===== src/rtl/fetch_unit.sv =====
// rtl/fetch_unit.sv - instruction fetch stage: PC, one-outstanding imem request, redirect and HLT
// FETCH_SKID_EN adds a one-entry skid buffer so the next fetch can overlap a stalled decode.
module fetch_unit #(
  parameter logic [15:0] RESET_PC = 16'h0000
) (
  input  logic        clk,
  input  logic        rst,
  input  logic        stall,
  input  logic        branch_taken,
  input  logic [15:0] branch_target,
  output logic        imem_req,
  output logic [15:0] imem_addr,
  input  logic        imem_ready,
  input  logic [15:0] imem_rdata,
  output logic [15:0] instr,
  output logic        instr_valid,
  output logic [15:0] pc_out,
  output logic [15:0] pc_plus2,
  output logic        halted
);
  localparam logic [1:0] S_REQ   = 2'd0;
  localparam logic [1:0] S_WAIT  = 2'd1;
  localparam logic [1:0] S_DRAIN = 2'd2;
  localparam logic [1:0] S_HALT  = 2'd3;

  logic [1:0]  state;
  logic [15:0] pc;
  logic [15:0] pc_inc;
  logic        started;
  logic        out_valid;
  logic [15:0] out_instr;
  logic [15:0] out_pc;
  logic [15:0] out_pc2;
  logic        issue_ok;
  logic        consume;
  logic        capture;
  logic        land_out;
  logic        in_flight;
  logic        target_lsb_unused;

`ifdef FETCH_SKID_EN
  logic        skid_valid;
  logic [15:0] skid_instr;
  logic [15:0] skid_pc;
  logic [15:0] skid_pc2;
  assign issue_ok = !skid_valid;
`else
  assign issue_ok = !out_valid;
`endif

  assign pc_inc            = pc + 16'd2;
  assign target_lsb_unused = branch_target[0];

  // started holds imem_req low through the reset cycles even though state already reads REQ
  assign imem_req  = started && (state == S_REQ) && issue_ok;
  assign imem_addr = pc;
  assign consume   = out_valid && !stall;
  assign capture   = (state == S_WAIT) && imem_ready;
  assign land_out  = !out_valid || consume;
  assign in_flight = imem_req || (((state == S_WAIT) || (state == S_DRAIN)) && !imem_ready);

  assign instr       = out_instr;
  assign instr_valid = out_valid;
  assign pc_out      = out_pc;
  assign pc_plus2    = out_pc2;
  assign halted      = (state == S_HALT);

  always_ff @(posedge clk) begin
    if (!rst) begin
      state     <= S_REQ;
      pc        <= RESET_PC;
      started   <= 1'b0;
      out_valid <= 1'b0;
      out_instr <= 16'h0000;
      out_pc    <= 16'h0000;
      out_pc2   <= 16'h0000;
`ifdef FETCH_SKID_EN
      skid_valid <= 1'b0;
      skid_instr <= 16'h0000;
      skid_pc    <= 16'h0000;
      skid_pc2   <= 16'h0000;
`endif
    end else begin
      started <= 1'b1;
      if (branch_taken) begin
        pc        <= {branch_target[15:1], 1'b0};
        out_valid <= 1'b0;
`ifdef FETCH_SKID_EN
        skid_valid <= 1'b0;
`endif
        state <= in_flight ? S_DRAIN : S_REQ;
      end else begin
        if (capture && land_out) begin
          out_valid <= 1'b1;
          out_instr <= imem_rdata;
          out_pc    <= pc;
          out_pc2   <= pc_inc;
        end
`ifdef FETCH_SKID_EN
        else if (consume && skid_valid) begin
          out_instr  <= skid_instr;
          out_pc     <= skid_pc;
          out_pc2    <= skid_pc2;
          skid_valid <= 1'b0;
        end
`endif
        else if (consume) begin
          out_valid <= 1'b0;
        end
`ifdef FETCH_SKID_EN
        // a request only issues with the skid empty, so this never overwrites a held entry
        if (capture && !land_out) begin
          skid_valid <= 1'b1;
          skid_instr <= imem_rdata;
          skid_pc    <= pc;
          skid_pc2   <= pc_inc;
        end
`endif
        case (state)
          S_REQ:   if (imem_req) state <= S_WAIT;
          S_WAIT:  if (imem_ready) begin
                     pc    <= pc_inc;
                     state <= (imem_rdata[15:12] == 4'hF) ? S_HALT : S_REQ;
                   end
          S_DRAIN: if (imem_ready) state <= S_REQ;
          default: state <= S_HALT;
        endcase
      end
    end
  end
endmodule


===== config.mk =====
export PLATFORM = sky130hd
export DESIGN_NAME = fetch_unit
export DESIGN_NICKNAME = d
export VERILOG_FILES = /design/src/rtl/fetch_unit.sv
export SDC_FILE = /design/constraint.sdc
export NUM_CORES = 1
export LEC_CHECK = 0
export ABC_AREA = 0
export ABC_CLOCK_PERIOD_IN_PS = 2450
export CORE_AREA = 2 2 84 86
export DETAILED_ROUTE_END_ITERATION = 12
export DIE_AREA = 0 0 86 88
export HOLD_SLACK_MARGIN = 0.06
export PLACE_DENSITY = 0.86
export SETUP_SLACK_MARGIN = 0.15
export SYNTH_ARGS = -nofsm -noshare
export SYNTH_HDL_FRONTEND = slang
export SYNTH_SLANG_ARGS = --single-unit

===== constraint.sdc =====
create_clock -name clk -period 2.45 [get_ports clk]
set_input_delay 0.3675 -clock clk [delete_from_list [all_inputs] [get_ports clk]]
set_output_delay 0.3675 -clock clk [all_outputs]
set_load 0.05 [all_outputs]

==> results of run 1 <==
per-stage QoR:
step / total power [mW] / instances / hold slack (ns)
after floorplan: 1.434 / 349 / 0.3952
after global placement: 1.578 / 506 / 0.4490
after detailed placement: 1.587 / 506 / 0.4568
after CTS: 2.627 / 521 / 0.4662
after global routing: 2.720 / 521 / 0.4932
final: 2.598 / 521 / 0.4634
final cells by class:
cell class / count / area [um^2] / area share [%]
clock buffer: 13 / 168.9 / 4.083
clock inverter: 2 / 60.06 / 1.452
inverter: 8 / 30.03 / 0.7260
multi-input combinational: 246 / 1431 / 34.60
sequential: 65 / 1301 / 31.46
tap: 80 / 100.1 / 2.420
timing repair buffer: 107 / 1045 / 25.26
state kept, by name, summed over array words and instances, names as in the netlist:
register / count
instr: 16
instr_valid: 1
pc_plus2: 15
state: 2
imem_addr: 15
pc_out: 15
started: 1
where the power goes:
group / switching [mW] / internal, mW / total (mW)
logic: 0.251 / 0.170 / 0.421
registers: 0.0483 / 1.09 / 1.14
clock network: 0.382 / 0.652 / 1.03
kinds of logic (layout without fill, tap and decap cells):
group,count (synthesis),after routing
simple gates,121,121
compound gates,90,90
flops,65,65
buf+inv,38,130
xor+xnor,26,26
fa+ha+maj,5,5
other cells,1,3
mux,1,1
cell usage in the layout, fill, tap and decap left out, types with 2 or more instances in the layout:
cell type,count
bufinv_16,2
nand2_1,78
nand4_2,2
o211a_1,4
o21ai_0,25
nand4_1,3
inv_1,7
nor3_1,9
nor2_1,9
and2_1,3
dfxtp_1,65
ha_1,5
nand2b_1,2
xor2_1,4
xnor2_1,22
buf_4,8
clkdlybuf4s50_1,97
clkbuf_8,12
a21boi_0,33
a21oi_1,23
nor4_1,6
nand3_1,5
conb_1,3
worst paths after layout:
check / startpoint / to / slack [ns] / depth (start not counted)
max: imem_addr[9] / imem_addr[9] / 0.34 / 1
min: instr[3] / instr[3] / 0.46 / 2
max reg2reg: imem_addr[1] / imem_addr[15] / 0.46 / 5
min reg2reg: instr[3] / instr[3] / 0.46 / 2
routing by layer:
metal  routed length [um]  GRT usage, %
met1                 3304         26.26
met2                 3371         31.22
met3                  396         5.090
met4                  100         8.658
met5                    0             0
==> flow_summary_export.csv, run 1 <==
group,metric,value,unit
setup_path,worstSetupStartpointType,"flop",
routing,wl_per_cell,13.77,um
cts,cts_setup_buffers,0,
timing,slew_viol_final,0,
setup_path,required,2.08,ns
die,dieArea,7568,um^2
place,globalplace.congestion,0.8470,
synthesis,syn_area_per_cell,8.409,um^2
timing,max_slew_margin,58.01,%
routing,drt-initial-drc-count,118,
cells_and_area,num_antenna_cells,0,
cts,cts_tree,"done",
routing,drt-total-wl,7172,um
synthesis,ys_seq_area_share,44.60,%
pwr,p_per_area,628.0,nW/um^2
routing,drt_first_pass_iters,4,
synthesis,ys_seq_elements,65,
die,pin_count,104,
synthesis,syn_area,2918,um^2
timing,rsz0062_at_grt,"false",
synthesis,yosysWarnings,0,
setup_path,arrival,1.74,ns
grt,grt_antenna_before_repair,0,
timing,max_freq,474.2,MHz
cts,cts_root_buf,"clkbuf_8",
synthesis,synth.mux.area_fraction,0.3431,%
worst_hold_path,hold_path.class,"flop to flop",
setup_path,crit_path_max_fanout,8,
timing,setup_tns,0,ns
synthesis,yosysMostFrequentCell,"nand2_1",
pwr,irDropWorstVdd,0.3185,mV
grt,grt_pass1_wl,11930,um
die,initial_core_util,43.92,%
place,dp_hpwl,5024,um
timing,worstMarginPinSlew,0.6299,ns
timing,post-route-period-util,86.07,%
setup_path,path_cells,"clkdlybuf4s50_1",
synthesis,async_reset_ff_share,0,%
synthesis,synth_cells,347,
timing,final.setup.worst_slack,0.3413,ns
place,place_area,3909,um^2
synthesis,synth_fa_ha_area_share,2.144,%
synthesis,synth_xor_xnor_area_share,7.804,%
setup_path,critPathMaxStageDelay,0.87,ns
cells_and_area,drive_above_1_share,6.349,%
synthesis,synth_edf_count,0,
setup_path,cp_num_buf_inv,1,
cells_and_area,fin_nets,479,
grt,grt_max_degree,45,
die,die_height,88,um
timing,hold_viol,0,
synthesis,synth_area_leaders,"dfxtp_1 (45%), nand2_1 (10%), a21boi_0 (8.5%)",
cts,h-tree-depth,3,
die,std_cell_rows,30,
cells_and_area,final_area,4136,um^2
cells_and_area,nFillCells,565,
timing,setup_viol,0,
setup_path,critPathTopFamily,"buffers and inverters",
routing,drc,0,
grt,grt_overflow_total,0,
place,portBuffers,99,
cts,clock_latency,0.33,ns
pwr,p_leak,1.456,nW
cts,numCtsBuffers,9,
routing,vias,2641,
synthesis,synth_compound_area_share,19.47,%
synthesis,ys_top_cells_by_count,"nand2_1 (78), dfxtp_1 (65), a21boi_0 (33), o21ai_0 (25), a21oi_1 (23)",
cts,cts_resized,1,
setup_path,crit_type,"flop to output port",
cts,clockBufferDepth,2,
outcome,status,"completed",
grt,grt_pass1_vias,2519,
synthesis,synth_simple_gate_area_share,18.70,%
die,dieWidth,86,um
timing,min_period,2.109,ns
cells_and_area,area_growth,41.77,%
routing,drtAntennaViolNets,0,
setup_path,crit_path_top_delay_cell,"clkdlybuf4s50_1",
setup_path,worstSetupEndpointType,"output port",
synthesis,synth_top_family_by_area,"compound AO/OA/AOI/OAI gates",
place,place_ws,0.2868,ns
cts,cts.clk_slew.worst_paths,0.07,ns
timing,skew,0.002814,ns
synthesis,yosysTopAreaCell,"dfxtp_1",
flow_run,drv_cap,0,
synthesis,ys.flop_type,"dfxtp_1",
grt,grt_usage,19.99,%
cts,ctsHoldBuffers,0,
routing,viasPerCell,5.069,
synthesis,synth_cell_type_count,37,
cells_and_area,final_core_util,62.26,%
synthesis,netlist.area_leader.share,44.60,%
die,core,6644,um^2
cts,cts.sink_count,65,
No activity file was read; power rests on OpenSTA's default activity.
==> run 2: changes to the inputs <==
--- a/config.mk
+++ b/config.mk
@@ -7,12 +7,13 @@
 export LEC_CHECK = 0
 export ABC_AREA = 0
 export ABC_CLOCK_PERIOD_IN_PS = 2450
-export CORE_AREA = 2 2 84 86
+export CORE_AREA = 2 2 95 97
 export DETAILED_ROUTE_END_ITERATION = 12
-export DIE_AREA = 0 0 86 88
+export DIE_AREA = 0 0 97 99
 export HOLD_SLACK_MARGIN = 0.06
-export PLACE_DENSITY = 0.86
+export PLACE_DENSITY = 0.71
 export SETUP_SLACK_MARGIN = 0.15
+export SLEW_MARGIN = 0
 export SYNTH_ARGS = -nofsm -noshare
 export SYNTH_HDL_FRONTEND = slang
 export SYNTH_SLANG_ARGS = --single-unit
==> flow_summary_export.csv, run 2 (same netlist as run 1, synthesis figures left out) <==
group,metric,value,unit
die,dieArea,9603,um^2
setup_path,crit_start,"imem_addr[9]",
cts,ctsHoldBuffers,0,
setup_path,crit_path_end,"imem_addr[9]",
cts,cts_resized,1,
routing,drt-total-wl,7527,um
pwr,p_per_area,602.0,nW/um^2
grt,grt_usage,15.83,%
place,dp_hpwl,5288,um
setup_path,cp_num_buf_inv,1,
cells_and_area,fin_nets,479,
die,pin_count,104,
setup_path,worstSetupStartpointType,"flop",
cells_and_area,final_common_cell,"clkdlybuf4s50_1",
cts,cts.sink_count,65,
place,globalplace.congestion,0.8172,
pwr,p_leak,1.456,nW
setup_path,crit_path_max_fanout,8,
die,dieWidth,97,um
timing,hold_viol,0,
die,die_height,99,um
routing,drc,0,
cells_and_area,largest_register_ffs,16,
place,portBuffers,99,
timing,post-route-period-util,87.32,%
setup_path,path_cells,"clkdlybuf4s50_1",
cells_and_area,drive_above_1_share,6.335,%
timing,rsz0062_at_grt,"false",
grt,met3_usage,5.816,%
timing,max_slew_margin,63.07,%
cells_and_area,area_growth,43.10,%
timing,worstMarginPinSlew,0.5522,ns
setup_path,worstSetupEndpointType,"output port",
cells_and_area,seq_area,1301,um^2
setup_path,worstReg2RegStart,"imem_addr[1]",
setup_path,crit_cells,1,
cts,clock_latency,0.34,ns
timing,min_period,2.139,ns
grt,grt_max_degree,55,
setup_path,crit_path_top_delay_cell,"clkdlybuf4s50_1",
cts,clockBufferDepth,2,
routing,drt-initial-drc-count,73,
grt,grt_most_used_layer,"met2",
flow_run,drv_cap,0,
grt,grt_pass1_wl,12240,um
timing,slew_viol_final,0,
die,core,8551,um^2
cells_and_area,mostFrequentLayoutCells,"clkdlybuf4s50_1 (97), nand2_1 (78), dfxtp_1 (65)",
timing,setup_tns,0,ns
grt,grt_antenna_before_repair,0,
setup_path,required,2.08,ns
setup_path,arrival,1.77,ns
grt,grt_overflow_total,0,
cts,cts.clk_slew.worst_paths,0.07,ns
setup_path,ff2ff_setup_slack,0.48,ns
setup_path,critPathMaxStageDelay,0.88,ns
pwr,irDropWorstVdd,0.4709,mV
grt,met1_usage,19.05,%
grt,met2_usage,26.23,%
cts,cts_tree,"done",
die,std_cell_rows,34,
setup_path,critPathTopFamily,"buffers and inverters",
die,initial_core_util,34.12,%
cts,cts_setup_buffers,0,
timing,skew,0.009579,ns
setup_path,r2r_end,"imem_addr[15]",
routing,drt_first_pass_iters,4,
cells_and_area,nFillCells,846,
worst_hold_path,hold_path.class,"input pin to flop",
routing,vias,2619,
routing,wl_per_cell,13.69,um
cts,cts_root_buf,"clkbuf_8",
cells_and_area,final_core_util,48.83,%
outcome,status,"completed",
cells_and_area,num_antenna_cells,0,
timing,setup_viol,0,
timing,max_freq,467.4,MHz
setup_path,crit_type,"flop to output port",
routing,drtAntennaViolNets,0,
grt,grt_pass1_vias,2496,
cells_and_area,multi_input_area,1431,um^2
cts,numCtsBuffers,9,
cts,h-tree-depth,3,
setup_path,ff2ff_path_depth,5,
routing,viasPerCell,4.762,
==> run 2: cell count changes in the layout (fill, tap and decap cells not counted) <==
cell	change
clkinv_2	+1
bufinv_16	-1
buf_4	-2
buf_12	+2
clkbuf_1	+1
==> run 2: area by class of cell <==
cell class / instances / share of cell area (%)
multi-input cells: 246 / 34.28
flip-flops and latches: 65 / 31.17
repair buffers: 107 / 25.62
inverters: 8 / 0.7192
clock buffers: 14 / 4.135
well taps: 108 / 3.236
clock inverters: 2 / 0.8391
==> run 2: layer usage <==
| layer | wire (um) | part of all wire, % |
|---|---|---|
| met3 | 434 | 5.8 |
| met2 | 3502 | 47 |
| met1 | 3462 | 46 |
| met4 | 127 | 1.7 |
| met5 | 0 | 0 |
==> run 2: how the worst min path moves through the flow <==
stage	to	cells past startpoint	start	slack, ns
finish	started	1	rst	0.43
global route	started	1	rst	0.45
CTS	started	1	rst	0.42
detailed placement	instr[3]	2	instr[3]	0.46
global placement	pc_out[14]	2	pc_out[14]	0.45
floorplan	started	0	rst	0.40
==> run 2: where the power goes <==
group,switching [mW],internal (mW)
clock,0.394,0.553
combinational,0.252,0.173
sequential,0.0478,1.09
==> run 2: per-stage QoR <==
stage	hold WS [ns]	area [um^2]	total power, mW	setup slack, ns	instances
2_1_floorplan	0.3952	2925	1.434	0.3410	349
4_1_cts	0.4159	4175	2.542	0.2841	550
3_3_place_gp	0.4489	3969	1.587	0.3659	534
5_1_grt	0.4470	4175	2.615	0.2537	550
6_report	0.4256	4175	2.514	0.3106	550
3_5_place_dp	0.4557	3969	1.593	0.3188	534
==> run 3: changes to the inputs <==
--- a/config.mk
+++ b/config.mk
@@ -11,7 +11,7 @@
 export DETAILED_ROUTE_END_ITERATION = 12
 export DIE_AREA = 0 0 97 99
 export HOLD_SLACK_MARGIN = 0.06
-export PLACE_DENSITY = 0.71
+export PLACE_DENSITY = 0.66
 export SETUP_SLACK_MARGIN = 0.15
 export SLEW_MARGIN = 0
 export SYNTH_ARGS = -nofsm -noshare
==> flow_summary_export.csv, run 3 (same netlist as run 1, synthesis figures left out) <==
group,metric,value,unit
die,core,8551,um^2
cts,cts_resized,1,
cts,cts_setup_buffers,0,
place,globalplace.congestion,0.8210,
timing,max_slew_margin,51.66,%
timing,holdWs,0.4611,ns
timing,setup_tns,0,ns
routing,drtAntennaViolNets,0,
timing,rsz0062_at_grt,"false",
routing,drt-initial-drc-count,107,
timing,setup_viol,0,
timing,hold_viol,0,
timing,skew,0.009825,ns
cts,numCtsBuffers,9,
cells_and_area,num_antenna_cells,0,
cells_and_area,mostFrequentLayoutCells,"clkdlybuf4s50_1 (97), nand2_1 (78), dfxtp_1 (65)",
setup_path,crit_start,"imem_addr[9]",
setup_path,worstSetupEndpointType,"output port",
cells_and_area,fin_nets,479,
flow_run,drv_cap,0,
outcome,status,"completed",
cts,ctsHoldBuffers,0,
place,dp_hpwl,5203,um
routing,vias,2668,
place,dp_cells,534,
timing,worstMarginPinSlew,0.7251,ns
grt,grt_pass1_vias,2554,
die,initial_core_util,34.12,%
setup_path,worstSetupStartpointType,"flop",
pwr,irDropWorstVdd,0.2751,mV
cells_and_area,final_core_util,48.32,%
die,die_height,99,um
grt,grt_pass1_wl,12600,um
setup_path,crit_path_max_fanout,8,
timing,min_period,2.126,ns
pwr,finalPower,2.417,mW
place,portBuffers,99,
cts,h-tree-depth,3,
timing,slew_viol_final,0,
cells_and_area,area_growth,41.60,%
pwr,p_leak,1.436,nW
routing,drt_first_pass_iters,4,
grt,grt_usage,16.18,%
setup_path,arrival,1.76,ns
setup_path,cp_num_buf_inv,1,
setup_path,path_cells,"clkdlybuf4s50_1",
routing,viasPerCell,4.860,
cts,cts.clk_slew.worst_paths,0.07,ns
grt,grt_max_degree,55,
cells_and_area,final_common_cell,"clkdlybuf4s50_1",
cts,clock_latency,0.33,ns
die,dieArea,9603,um^2
grt,grt_overflow_total,0,
cells_and_area,largest_register_ffs,16,
cts,cts_tree,"done",
worst_hold_path,worstHoldStart,"instr[11]",
grt,grt_antenna_before_repair,0,
routing,wl_per_cell,13.81,um
setup_path,required,2.08,ns
cells_and_area,drive_above_1_share,6.122,%
setup_path,worstReg2RegStart,"imem_addr[1]",
setup_path,crit_type,"flop to output port",
cells_and_area,stdcell_count,549,
timing,max_freq,470.4,MHz
setup_path,critPathTopFamily,"buffers and inverters",
setup_path,crit_path_top_delay_cell,"clkdlybuf4s50_1",
die,pin_count,104,
routing,drt-total-wl,7580,um
cts,cts.sink_count,65,
pwr,p_per_area,585.1,nW/um^2
cts,clockBufferDepth,2,
cts,cts_root_buf,"clkbuf_8",
die,std_cell_rows,34,
setup_path,critPathMaxStageDelay,0.88,ns
timing,post-route-period-util,86.77,%
worst_hold_path,hold_path.class,"flop to flop",
routing,drc,0,
die,dieWidth,97,um
run 3: metrics by stage:
stage / area, um^2 / setup slack, ns
2_1_floorplan: 2925 / 0.3410
3_3_place_gp: 3956 / 0.4544
3_5_place_dp: 3956 / 0.3932
4_1_cts: 4131 / 0.3016
5_1_grt: 4131 / 0.2392
6_report: 4131 / 0.3242
run 3: power breakdown:
part           leakage, nW  switching, mW  internal [mW]  total [mW]
registers            0.529         0.0468           1.09        1.14
logic                0.814          0.254          0.172       0.426
clock network       0.0929          0.390          0.460       0.850
total                 1.44          0.691           1.73        2.42
run 3: final timing paths:
kind                                 endpoint  slack (ns)  cells after the start
worst min-delay path                instr[11]        0.46                      2
worst max register to register  imem_addr[15]        0.49                      5
worst min register to register      instr[11]        0.46                      2
worst max-delay path             imem_addr[9]        0.32                      1
run 3: area by class of cell:
| cell class | instances | area, um^2 |
|---|---|---|
| clock buffer | 11 | 131.4 |
| inverter | 8 | 30.03 |
| clock inverter | 4 | 45.04 |
| multi-input combinational | 246 | 1431 |
| sequential | 65 | 1301 |
| tap | 108 | 135.1 |
| fill | 841 | 4419 |
| timing repair buffer | 107 | 1057 |
run 3: per-layer routing:
layer  vias to the layer above  share of wire [%]  routed length (um)  GRT usage [%]
met2                        92                 45                3431          25.43
met5                         -                  0                   0              0
li1                       1335                  -                   -              -
met1                      1225                 46                3496          20.31
met4                         0                2.2                 168          7.584
met3                        16                6.4                 483          5.035
